===== config.mk =====
export PLATFORM = sky130hd
export DESIGN_NAME = wb_stage_flat
export DESIGN_NICKNAME = d
export VERILOG_FILES = /design/src/rtl/wb_pkg.sv /design/src/rtl/wb_stage_if.sv /design/src/rtl/wb_stage_load_align.sv /design/src/rtl/wb_stage.sv /design/src/flat_wrapper.sv
export SDC_FILE = /design/constraint.sdc
export NUM_CORES = 1
export LEC_CHECK = 0
export ABC_AREA = 1
export CORE_AREA = 2 2 169 171
export CTS_CLUSTER_SIZE = 28
export DETAILED_ROUTE_END_ITERATION = 6
export DIE_AREA = 0 0 171 173
export PLACE_DENSITY_LB_ADDON = 0.3
export SYNTH_ARGS = -nofsm -noshare
export SYNTH_HDL_FRONTEND = slang
export SYNTH_SLANG_ARGS = --single-unit

===== constraint.sdc =====
create_clock -name clk -period 9.78 [get_ports clk]
set_input_delay 1.956 -clock clk [delete_from_list [all_inputs] [get_ports clk]]
set_output_delay 1.956 -clock clk [all_outputs]
set_load 0.01 [all_outputs]

===== src/rtl/wb_pkg.sv =====
// Shared constants for the write-back stage: write-back source select codes,
// load-type codes and the widths of those two fields.
package wb_pkg;

   localparam int WBSEL_W  = 2;
   localparam int LDTYPE_W = 3;

   // Write-back source select; code 2'b11 is reserved and writes zero.
   localparam logic [WBSEL_W-1:0] WBSEL_ALU  = 2'b00;
   localparam logic [WBSEL_W-1:0] WBSEL_LOAD = 2'b01;
   localparam logic [WBSEL_W-1:0] WBSEL_LINK = 2'b10;

   // Load kinds; unlisted codes behave like LW.
   localparam logic [LDTYPE_W-1:0] LD_LW  = 3'b000;
   localparam logic [LDTYPE_W-1:0] LD_LH  = 3'b001;
   localparam logic [LDTYPE_W-1:0] LD_LHU = 3'b010;
   localparam logic [LDTYPE_W-1:0] LD_LB  = 3'b011;
   localparam logic [LDTYPE_W-1:0] LD_LBU = 3'b100;

endpackage


===== src/rtl/wb_stage_if.sv =====
// MEM-to-WB bundle plus the register-file write port and WB status outputs.
// slave = the write-back stage, master = its environment (MEM stage / regfile).
interface wb_stage_if;
   import wb_pkg::*;

   logic                stall;
   logic                flush;
   logic                mem_valid;
   logic                mem_regwrite;
   logic [4:0]          mem_rd;
   logic [WBSEL_W-1:0]  mem_wbsel;
   logic [LDTYPE_W-1:0] mem_ldtype;
   logic [31:0]         mem_alu_res;
   logic [31:0]         mem_rdata;
   logic [31:0]         mem_pc;

   logic                gpr_we;
   logic [4:0]          gpr_a3;
   logic [31:0]         gpr_wd;
   logic                wb_valid;
   logic [31:0]         wb_pc;
   logic [31:0]         instret;

   modport master (
      output stall, flush, mem_valid, mem_regwrite, mem_rd, mem_wbsel,
             mem_ldtype, mem_alu_res, mem_rdata, mem_pc,
      input  gpr_we, gpr_a3, gpr_wd, wb_valid, wb_pc, instret
   );

   modport slave (
      input  stall, flush, mem_valid, mem_regwrite, mem_rd, mem_wbsel,
             mem_ldtype, mem_alu_res, mem_rdata, mem_pc,
      output gpr_we, gpr_a3, gpr_wd, wb_valid, wb_pc, instret
   );

endinterface


===== src/rtl/wb_stage_load_align.sv =====
// load_align: picks the addressed byte/half out of a little-endian read word
// and sign- or zero-extends it to 32 bits. Purely combinational.
module load_align
   import wb_pkg::*;
(
   input  logic [LDTYPE_W-1:0] ldtype,
   input  logic [1:0]          addr,
   input  logic [31:0]         rdata,
   output logic [31:0]         data
);

   logic [7:0]  byte_sel;
   logic [15:0] half_sel;

   // Lane select then extension; unknown load kinds pass the whole word.
   always_comb begin
      case (addr)
         2'd0:    byte_sel = rdata[7:0];
         2'd1:    byte_sel = rdata[15:8];
         2'd2:    byte_sel = rdata[23:16];
         default: byte_sel = rdata[31:24];
      endcase
      half_sel = addr[1] ? rdata[31:16] : rdata[15:0];
      case (ldtype)
         LD_LH:   data = {{16{half_sel[15]}}, half_sel};
         LD_LHU:  data = {16'h0000, half_sel};
         LD_LB:   data = {{24{byte_sel[7]}}, byte_sel};
         LD_LBU:  data = {24'h000000, byte_sel};
         default: data = rdata;
      endcase
   end

endmodule


===== src/rtl/wb_stage.sv =====
// wb_stage: MIPS write-back stage. Holds the MEM/WB pipeline register, drives
// the register-file write port and counts retired instructions.
// Optional macro WB_TRACE_EN: prints "<pc>: <rd> <data>" for every committed
// register write (simulation only; no hardware change).
module wb_stage
   import wb_pkg::*;
#(
   parameter logic [31:0] RESET_PC    = 32'h0000_3000,
   parameter logic [31:0] LINK_OFFSET = 32'd8
) (
   input  logic       clk,
   input  logic       reset,
   wb_stage_if.slave  wb
);

   logic                valid_reg;
   logic                regwrite_reg;
   logic [4:0]          rd_reg;
   logic [WBSEL_W-1:0]  wbsel_reg;
   logic [LDTYPE_W-1:0] ldtype_reg;
   logic [31:0]         alu_res_reg;
   logic [31:0]         rdata_reg;
   logic [31:0]         pc_reg;
   logic [31:0]         instret_reg;
   logic [31:0]         load_data;
   logic [31:0]         wd_next;

   // MEM/WB register: flush beats stall beats load; flush only kills the
   // valid/regwrite bits and leaves the payload in place.
   always_ff @(posedge clk or posedge reset) begin
      if (reset) begin
         valid_reg    <= 1'b0;
         regwrite_reg <= 1'b0;
         rd_reg       <= 5'd0;
         wbsel_reg    <= WBSEL_ALU;
         ldtype_reg   <= LD_LW;
         alu_res_reg  <= 32'h0;
         rdata_reg    <= 32'h0;
         pc_reg       <= RESET_PC;
      end else if (wb.flush) begin
         valid_reg    <= 1'b0;
         regwrite_reg <= 1'b0;
      end else if (!wb.stall) begin
         valid_reg    <= wb.mem_valid;
         regwrite_reg <= wb.mem_regwrite;
         rd_reg       <= wb.mem_rd;
         wbsel_reg    <= wb.mem_wbsel;
         ldtype_reg   <= wb.mem_ldtype;
         alu_res_reg  <= wb.mem_alu_res;
         rdata_reg    <= wb.mem_rdata;
         pc_reg       <= wb.mem_pc;
      end
   end

   // Retire counter: an instruction is counted on the edge it leaves WB,
   // so a stalled instruction is counted exactly once.
   always_ff @(posedge clk or posedge reset) begin
      if (reset) begin
         instret_reg <= 32'h0;
      end else if (valid_reg && !wb.stall) begin
         instret_reg <= instret_reg + 32'd1;
      end
   end

   load_align u_load_align (
      .ldtype (ldtype_reg),
      .addr   (alu_res_reg[1:0]),
      .rdata  (rdata_reg),
      .data   (load_data)
   );

   // Write-back source mux, fed only from registered state so gpr_wd is
   // stable for the whole cycle.
   always_comb begin
      case (wbsel_reg)
         WBSEL_ALU:  wd_next = alu_res_reg;
         WBSEL_LOAD: wd_next = load_data;
         WBSEL_LINK: wd_next = pc_reg + LINK_OFFSET;
         default:    wd_next = 32'h0;
      endcase
   end

   assign wb.gpr_we   = valid_reg & regwrite_reg & (rd_reg != 5'd0);
   assign wb.gpr_a3   = rd_reg;
   assign wb.gpr_wd   = wd_next;
   assign wb.wb_valid = valid_reg;
   assign wb.wb_pc    = pc_reg;
   assign wb.instret  = instret_reg;

`ifdef WB_TRACE_EN
   // One trace line per committed write (the edge on which it is not stalled).
   always @(posedge clk) begin
      if (!reset && wb.gpr_we && !wb.stall)
         $display("%h: %d %x", pc_reg, rd_reg, wd_next);
   end
`endif

endmodule

===== src/flat_wrapper.sv =====
// flat-port wrapper written by rule: the top's interface ports become plain ports
module wb_stage_flat import wb_pkg::*;
#(
   parameter logic [31:0] RESET_PC    = 32'h0000_3000,
   parameter logic [31:0] LINK_OFFSET = 32'd8
)
  (clk, reset, wb_stall, wb_flush, wb_mem_valid, wb_mem_regwrite, wb_mem_rd, wb_mem_wbsel, wb_mem_ldtype, wb_mem_alu_res, wb_mem_rdata, wb_mem_pc, wb_gpr_we, wb_gpr_a3, wb_gpr_wd, wb_wb_valid, wb_wb_pc, wb_instret);
  wb_stage_if wb_i ();
  input  logic clk;
  input  logic reset;
  input wire logic [$bits(wb_i.stall)-1:0] wb_stall;
  input wire logic [$bits(wb_i.flush)-1:0] wb_flush;
  input wire logic [$bits(wb_i.mem_valid)-1:0] wb_mem_valid;
  input wire logic [$bits(wb_i.mem_regwrite)-1:0] wb_mem_regwrite;
  input wire logic [$bits(wb_i.mem_rd)-1:0] wb_mem_rd;
  input wire logic [$bits(wb_i.mem_wbsel)-1:0] wb_mem_wbsel;
  input wire logic [$bits(wb_i.mem_ldtype)-1:0] wb_mem_ldtype;
  input wire logic [$bits(wb_i.mem_alu_res)-1:0] wb_mem_alu_res;
  input wire logic [$bits(wb_i.mem_rdata)-1:0] wb_mem_rdata;
  input wire logic [$bits(wb_i.mem_pc)-1:0] wb_mem_pc;
  output wire logic [$bits(wb_i.gpr_we)-1:0] wb_gpr_we;
  output wire logic [$bits(wb_i.gpr_a3)-1:0] wb_gpr_a3;
  output wire logic [$bits(wb_i.gpr_wd)-1:0] wb_gpr_wd;
  output wire logic [$bits(wb_i.wb_valid)-1:0] wb_wb_valid;
  output wire logic [$bits(wb_i.wb_pc)-1:0] wb_wb_pc;
  output wire logic [$bits(wb_i.instret)-1:0] wb_instret;
  assign wb_i.stall = wb_stall;
  assign wb_i.flush = wb_flush;
  assign wb_i.mem_valid = wb_mem_valid;
  assign wb_i.mem_regwrite = wb_mem_regwrite;
  assign wb_i.mem_rd = wb_mem_rd;
  assign wb_i.mem_wbsel = wb_mem_wbsel;
  assign wb_i.mem_ldtype = wb_mem_ldtype;
  assign wb_i.mem_alu_res = wb_mem_alu_res;
  assign wb_i.mem_rdata = wb_mem_rdata;
  assign wb_i.mem_pc = wb_mem_pc;
  assign wb_gpr_we = wb_i.gpr_we;
  assign wb_gpr_a3 = wb_i.gpr_a3;
  assign wb_gpr_wd = wb_i.gpr_wd;
  assign wb_wb_valid = wb_i.wb_valid;
  assign wb_wb_pc = wb_i.wb_pc;
  assign wb_instret = wb_i.instret;
  wb_stage #(.RESET_PC(RESET_PC), .LINK_OFFSET(LINK_OFFSET)) u_core (.clk(clk), .reset(reset), .wb(wb_i));
endmodule

==> impl_metrics.tcl, run 1 <==
set metrics [dict create \
    finalClockSkew_ns 0.00855 \
    rows 61 \
    initial_utilization_pct 29.9 \
    grt_pass1_wl_mm 48.1 \
    r2r_slack_ns 7.85 \
    cts_setup_buffers 0 \
    cts_max_path_buffers 2 \
    setup_viol 0 \
    avgSynthCellArea_um2 6.62 \
    synth-edff-count 0 \
    place.gp.congestion 0.960 \
    cts_buffers 17 \
    rsz0062_at_grt "no" \
    p_per_area_nw_per_um2 178 \
    overflow 0 \
    fin_cells 1841 \
    grt_pass1_vias 8658 \
    drt_iter0_drc 794 \
    cts_max_level 4 \
    wl_per_cell_um 16.6 \
    post_cts_resized 0 \
    finalSetupTns_ns 0 \
    yosys_warnings 0 \
    dieWidth_um 171 \
    layout-drive-gt1-share_pct 3.97 \
    dpl.hpwl_mm 23.1 \
    worst_slew_pin_slew_ns 1.04 \
    relSlewSlack_pct 30.4 \
    io_buffer_count 214 \
    cts_tree "yes" \
    crit_fanout 8 \
    r2r_start "u_core.wb.wb_valid" \
    core_area_um2 27600 \
    cellLeakagePower_uw 0.00535 \
    drv_cap 0 \
    antenna_found_initial 7 \
    fillCellCount 2926 \
    critical_path_required_ns 7.82 \
    ys_types 38 \
    total_power_uw 2030 \
    worst_setup_path_start_kind "flop" \
    avgViaCountPerCell 4.75 \
    synthesis.nets 1363 \
    ys_ff_latch 140 \
    syn_area_um2 8270 \
    final_nets 1563 \
    status "finished with violations" \
    min_period_ns 5.07 \
    yosysSeqAreaShare_pct 42.4 \
    holdWs_ns 0.472 \
    grt_usage_pct 21.0 \
    root_buffer "clkbuf_16" \
    die_area_um2 29600 \
    endpoint_kind "output port" \
    worstSetupPathType "flop to output port" \
    num_vias 8750 \
    layout_commonest_cell "nand2_1" \
    rr_endpoint "u_core.wb.instret[19]" \
    async_flop_share_pct 100 \
    worstHoldPathType "flop to flop" \
    arrival_ns 3.11 \
    die_h_um 173 \
    final_core_util_pct 41.4 \
    timing.fmax_mhz 197 \
    multi_input_area_um2 4050 \
    drc 15 \
    startpoint "u_core.wb.wb_pc[3]" \
    cts_sinks 140 \
    syn_to_final_growth_pct 38.5 \
    synthesis.instances 1249 \
    final_cell_mix "nand2_1, clkdlybuf4s50_1, inv_1, dfrtp_1, nor2_1" \
    hold_violations 0 \
    pin_count 215 \
    violations "design-rule violations" \
    dp.cells 1808 \
    worstRegToRegCells 7 \
    insertion_delay_ns 0.43 \
    hold_buffers 0 \
    period_share_pct 51.8 \
    synth_top_flop_cell "dfrtp_1" \
    grt_max_degree 111 \
    final-seq-area_um2 3510 \
    drt_wl_total_mm 30.5 \
    drv_slew 0 \
    cp-endpoint "wb_gpr_wd[13]" \
    cts.clk_slew.worst_paths_ns 0.06 \
    firstDrtPassIters 7 \
    irDropWorstVdd_uv 83.7 \
    ant_nets 0 \
]
-- kinds of logic after synthesis --
group	synth area share, %
xor+xnor	1.70
fa+ha+maj	0.303
compound gates	8.78
flops	42.4
simple gates	38.2
buf+inv	8.63
-- cell usage after synthesis, types with 2 or more instances --
cell type    n  area (um2)
o21ai_1      7        35.0
o22ai_1      4        25.0
o211ai_1     6        45.0
nand3b_1     8        60.1
ha_1         2        25.0
dfstp_2      2        52.6
xnor2_1      7        61.3
nor2_1     114         428
nand4_1     11        68.8
buf_2       15        75.1
xor2_1       9        78.8
nand2_2      2        12.5
nor3_1       4        20.0
a21oi_1     25         125
buf_4        2        15.0
clkbuf_1    20        75.1
nor2_2       6        37.5
dfrtp_1    138        3450
nand3_1     87         435
o21ai_0     89         445
inv_2        2        7.51
inv_1      139         522
nand2_1    534        2000
nor2_4       2        22.5
-- worst max-delay path, cell delays in order, from the launching register on --
cell	delay (ns)
dfrtp_1	0.52
ha_1	0.28
nand2_1	0.13
nor2_1	0.59
nand2_1	0.15
nand2_1	0.10
nand2_1	0.05
o21ai_0	0.20
inv_1	0.07
nand2_1	0.08
clkdlybuf4s50_1	0.53
-- through the flow --
step                cell area, um2  worst slack [ns]
finish                       11400              4.71
global route                 11400              4.45
CTS                          11400              4.77
detailed placement           10800              5.23
global placement             10800              5.24
floorplan                     8270              4.07
-- how the worst min path moves through the flow --
stage / start / to / slack [ns] / depth (start not counted)
5_1_grt: u_core.alu_res_reg[20] / u_core.alu_res_reg[20] / 0.50 / 2
3_3_place_gp: u_core.alu_res_reg[23] / u_core.alu_res_reg[23] / 0.46 / 2
6_report: u_core.alu_res_reg[24] / u_core.alu_res_reg[24] / 0.47 / 2
3_5_place_dp: u_core.alu_res_reg[24] / u_core.alu_res_reg[24] / 0.46 / 2
4_1_cts: u_core.alu_res_reg[24] / u_core.alu_res_reg[24] / 0.48 / 2
2_1_floorplan: u_core.alu_res_reg[7] / u_core.alu_res_reg[7] / 0.44 / 2
-- per-layer routing --
layer,wire length [um],track usage (%),vias up
met4,1190,8.65,4
met5,23,0,-
met2,13500,33.1,332
met1,13300,27.1,4070
met3,2490,5.61,50
li1,-,-,4294
-- final cells by class --
class                   instances  area share [%]
diodes                          2          0.0437
clock buffers                  19            3.87
well taps                     378            4.13
inverters                     142            4.70
repair buffers                220            19.1
flip-flops and latches        140            30.6
multi-input cells             928            35.4
clock inverters                12            2.12
-- where the power goes --
group,internal [uW],switching (uW),total (uW)
Clock,509,270,779
Combinational,237,305,541
Sequential,644,70.1,714
Total,1390,644,2030
Power figures use the tool's default switching activity.
==> run 2: changes to the inputs <==
- clock period: 9.78 -> 5.1 ns (I/O delays scaled with it)
==> run 2 against run 1 <==
Compared with the run above:
- the flow still finishes with violations (design-rule violations)
- sequential share of layout area about the same
- critical path depth unchanged
- critical endpoint unchanged
- routed wire length decreased by 1.2%
- cell area decreased by 0.11%
- hold slack about the same
- combinational power increased by 90%
==> impl_metrics.tcl, run 2 (synthesized netlist as in run 1, its figures left out) <==
set metrics [dict create \
    drc 5 \
    seq_power_share_pct 36.4 \
    layout_commonest_cell "nand2_1" \
    cts_tree "yes" \
    worstHoldPathType "flop to flop" \
    hold_violations 0 \
    setup_viol 0 \
    crit_fanout 8 \
    cp_num_buf_inv 2 \
    final-seq-area_um2 3510 \
    grt_max_degree 91 \
    post_cts_resized 0 \
    cpMostUsedCell "nand2_1" \
    min_period_ns 4.11 \
    multi_input_area_um2 4050 \
    insertion_delay_ns 0.43 \
    ant_nets 0 \
    grt_pass1_wl_mm 47.2 \
    worst_setup_path_start_kind "flop" \
    status "finished with violations" \
    p_per_area_nw_per_um2 329 \
    finalSetupTns_ns 0 \
    core_area_um2 27600 \
    crit_path_cell_trace "ha_1 > nand2_1 > nor2_1 > nand2_1 > nand2_1 > nand2_1 > o21ai_0 > inv_1 > nand2_1 > clkdlybuf4s50_1" \
    rsz0062_at_grt "no" \
    num_vias 8729 \
    drv_slew 0 \
    switching_power_uw 1220 \
    rows 61 \
    path_delay_family "simple AND/OR/NAND/NOR gates" \
    p_comb_share_pct 27.5 \
    violations "design-rule violations" \
    slowest_stage "nor2_1" \
    wl_per_cell_um 16.3 \
    slowest_delay_ns 0.58 \
    fillCellCount 2958 \
    relSlewSlack_pct 42.7 \
    drt_iter0_drc 742 \
    final_cell_mix "nand2_1, clkdlybuf4s50_1, inv_1, dfrtp_1, nor2_1" \
    timing.fmax_mhz 243 \
    critical_path_required_ns 4.08 \
    cts_setup_buffers 0 \
    grt_usage_pct 20.6 \
    grt_pass1_vias 8497 \
    initial_utilization_pct 29.9 \
    drv_cap 0 \
    root_buffer "clkbuf_16" \
    clockPowerShare_pct 36.1 \
    drt_wl_total_mm 30.1 \
    holdWs_ns 0.472 \
    avgViaCountPerCell 4.73 \
    final_nets 1565 \
    period_share_pct 80.6 \
    cts_max_path_buffers 2 \
    worstSetupPathType "flop to output port" \
    firstDrtPassIters 7 \
    place.gp.congestion 0.937 \
    endpoint_kind "output port" \
    syn_to_final_growth_pct 38.3 \
    io_buffer_count 214 \
    overflow 0 \
    pin_count 215 \
    cts_buffers 17 \
    hold_buffers 0 \
    p_int_uw 2540 \
    antenna_found_initial 9 \
    die_h_um 173 \
    cellLeakagePower_uw 0.00533 \
    arrival_ns 3.09 \
    irDropWorstVdd_uv 191 \
    cts_max_level 4 \
    layout-drive-gt1-share_pct 4.03 \
    die_area_um2 29600 \
    dieWidth_um 171 \
    cts_sinks 140 \
    finalClockSkew_ns 0.0193 \
    worst_slew_pin_slew_ns 0.859 \
    swShare_pct 32.5 \
    cts.clk_slew.worst_paths_ns 0.06 \
    dpl.hpwl_mm 23.0 \
]
## run 2: worst paths after layout
kind | from | end | slack [ns] | cells after the start
max in group asynchronous | reset | u_core.wb.wb_pc[13] | 3.03 | 3
worst max register to register | u_core.wb.wb_valid | u_core.wb.instret[19] | 3.19 | 7
min in group asynchronous | reset | u_core.rdata_reg[10] | 1.15 | 2
worst min-delay path | u_core.alu_res_reg[20] | u_core.alu_res_reg[20] | 0.47 | 2
worst min register to register | u_core.alu_res_reg[20] | u_core.alu_res_reg[20] | 0.47 | 2
worst max-delay path | u_core.wb.wb_pc[3] | wb_gpr_wd[13] | 0.99 | 10
## run 2: power by group through the flow
| stage | registers (uW) | clock network [uW] | logic, uW |
|---|---|---|---|
| 2_1_floorplan | 1360 | 0 | 526 |
| 3_3_place_gp | 1390 | 0 | 1030 |
| 3_5_place_dp | 1390 | 0 | 1030 |
| 4_1_cts | 1370 | 1390 | 1040 |
| 5_1_grt | 1390 | 1430 | 1140 |
| 6_report | 1370 | 1360 | 1030 |
## run 2: per-stage QoR
step / utilization, % / worst slack [ns] / std cells / instance area [um2] / power, uW
CTS: 41.4 / 1.03 / 1842 / 11400 / 3790
floorplan: - / 0.330 / 1249 / 8270 / 1890
global route: 41.4 / 0.763 / 1844 / 11400 / 3960
finish: 41.4 / 0.989 / 1846 / 11400 / 3760
detailed placement: 39.1 / 1.48 / 1810 / 10800 / 2420
global placement: 39.1 / 1.52 / 1810 / 10800 / 2420
## run 2: per-layer routing
layer	wire [um]	track usage (%)	up-vias
met5	37	0	-
met4	1110	8.86	6
met3	2170	4.42	54
met2	13500	32.2	331
met1	13300	27.3	4038
li1	-	-	4300
## run 2: worst register-to-register path, cell delays in order (launching register included)
cell     delay [ns]
dfrtp_1        0.39
nand2_1        0.32
inv_1          0.36
nand4_2        0.27
nor2_4         0.27
nand3_1        0.10
nand2_1        0.08
nand2_1        0.05
## run 2: area by class of cell
class                           count  share of cell area, %
Tap cell                          378                   4.14
Multi-Input combinational cell    928                   35.4
Clock buffer                       22                   4.06
Antenna cell                        4                 0.0875
Inverter                          142                   4.71
Timing Repair Buffer              222                   19.5
Sequential cell                   140                   30.7
Clock inverter                     10                   1.43
==> run 3: changes to the inputs <==
- clock period: 5.1 -> 3.9 ns (I/O delays scaled with it)
==> run 3 against run 2 <==
Compared with the run above:
- hold slack better by 0.00083 ns
- register-to-register slack worse by 1.2 ns
- largest cell class unchanged
- the flow now finishes without violations
- sequential power up 31%
==> impl_metrics.tcl, run 3 (synthesized netlist as in run 1, its figures left out) <==
set metrics [dict create \
    layout-drive-gt1-share_pct 4.10 \
    place.gp.congestion 0.910 \
    endpoint_kind "output port" \
    initial_utilization_pct 29.9 \
    final_nets 1566 \
    p_per_area_nw_per_um2 430 \
    drt_wl_total_mm 30.0 \
    dieWidth_um 171 \
    grt_pass1_vias 8424 \
    rsz0062_at_grt "no" \
    avgViaCountPerCell 4.73 \
    drt_iter0_drc 585 \
    worst_setup_path_start_kind "flop" \
    finalSetupTns_ns 0 \
    hold_buffers 0 \
    overflow 0 \
    grt_usage_pct 20.6 \
    wl_per_cell_um 16.3 \
    total_power_uw 4900 \
    drv_slew 0 \
    worstHoldPathType "flop to flop" \
    cts_buffers 17 \
    rr_endpoint "u_core.wb.instret[31]" \
    cts.clk_slew.worst_paths_ns 0.06 \
    multi_input_area_um2 4050 \
    cts_max_path_buffers 2 \
    cellLeakagePower_uw 0.00532 \
    grt_max_degree 172 \
    status "finished, final reports clean" \
    layout_commonest_cell "nand2_1" \
    insertion_delay_ns 0.43 \
    crit_fanout 24 \
    die_h_um 173 \
    critical_path_required_ns 3.12 \
    root_buffer "clkbuf_16" \
    num_vias 8719 \
    antenna_found_initial 3 \
    rows 61 \
    r2r_slack_ns 1.97 \
    io_buffer_count 214 \
    r2r_start "u_core.wb.wb_valid" \
    cts_tree "yes" \
    arrival_ns 2.84 \
    cts_setup_buffers 0 \
    firstDrtPassIters 7 \
    cts_sinks 140 \
    worst_slew_pin_slew_ns 0.869 \
    drc 0 \
    syn_to_final_growth_pct 38.1 \
    min_period_ns 3.62 \
    core_area_um2 27600 \
    setup_viol 0 \
    post_cts_resized 0 \
    final-seq-area_um2 3510 \
    worstSetupPathType "flop to output port" \
    hold_violations 0 \
    die_area_um2 29600 \
    cts_max_level 4 \
    pin_count 215 \
    dpl.hpwl_mm 22.8 \
    drv_cap 0 \
    irDropWorstVdd_uv 261 \
    ant_nets 0 \
    worstRegToRegCells 7 \
    period_share_pct 92.9 \
    relSlewSlack_pct 41.7 \
    finalClockSkew_ns 0.0122 \
    final_cell_mix "nand2_1, clkdlybuf4s50_1, inv_1, dfrtp_1, nor2_1" \
    fillCellCount 2928 \
    timing.fmax_mhz 276 \
    grt_pass1_wl_mm 47.1 \
    startpoint "u_core.alu_res_reg[1]" \
    cp-endpoint "wb_gpr_wd[11]" \
]
==> run 3: cell count changes in the layout (fill, tap and decap cells not counted), sizes merged <==
cell      delta
diode        -3
clkinv       -1
buf          +1
clkinvlp     +3
inv          -1
clkbuf       -3
==> run 3: worst max-delay path, stage by stage, from the launching register on <==
cell	delay, ns
dfrtp_1	0.84
nand2_1	0.11
inv_1	0.22
nand2_1	0.12
nand3_2	0.14
nand2_1	0.09
o21ai_0	0.24
nand2_1	0.14
clkdlybuf4s50_1	0.50
==> run 3: layout make-up <==
cell class	instances	area share, %
multi-input combinational	928	35.5
timing repair buffer	223	19.6
sequential	140	30.7
antenna	1	0.0219
clock inverter	11	1.49
clock buffer	19	3.88
inverter	142	4.70
tap	378	4.14
==> run 3: metrics by stage <==
step | hold slack [ns] | setup slack, ns | instances | instance area, um2 | util [%]
after floorplan | 0.442 | 1.37 | 1249 | 8270 | -
after detailed placement | 0.459 | 0.764 | 1811 | 10800 | 39.1
after global placement | 0.457 | 0.815 | 1811 | 10800 | 39.1
after global routing | 0.489 | 0.0595 | 1842 | 11400 | 41.3
after CTS | 0.473 | 0.302 | 1841 | 11400 | 41.3
final | 0.473 | 0.279 | 1842 | 11400 | 41.3
==> run 3: metal layers <==
layer	share of wire [%]	GRT usage (%)	wire [um]	vias up
met4	2.8	7.31	830	2
li1	-	-	-	4303
met2	46	33.6	13900	320
met1	43	26.6	13000	4037
met3	7.5	4.85	2250	57
met5	0.043	0	13	-
==> run 3: worst min-delay path by stage <==
stage	startpoint	end	slack (ns)	cells past startpoint
3_5_place_dp	u_core.alu_res_reg[28]	u_core.alu_res_reg[28]	0.46	2
2_1_floorplan	u_core.alu_res_reg[7]	u_core.alu_res_reg[7]	0.44	2
3_3_place_gp	u_core.alu_res_reg[22]	u_core.alu_res_reg[22]	0.46	2
6_report	u_core.alu_res_reg[29]	u_core.alu_res_reg[29]	0.47	2
5_1_grt	u_core.alu_res_reg[19]	u_core.alu_res_reg[19]	0.49	2
4_1_cts	u_core.alu_res_reg[28]	u_core.alu_res_reg[28]	0.47	2
==> run 3: power breakdown <==
| part | internal (uW) | switching, uW |
|---|---|---|
| clock | 1080 | 664 |
| combinational | 604 | 761 |
| sequential | 1620 | 181 |
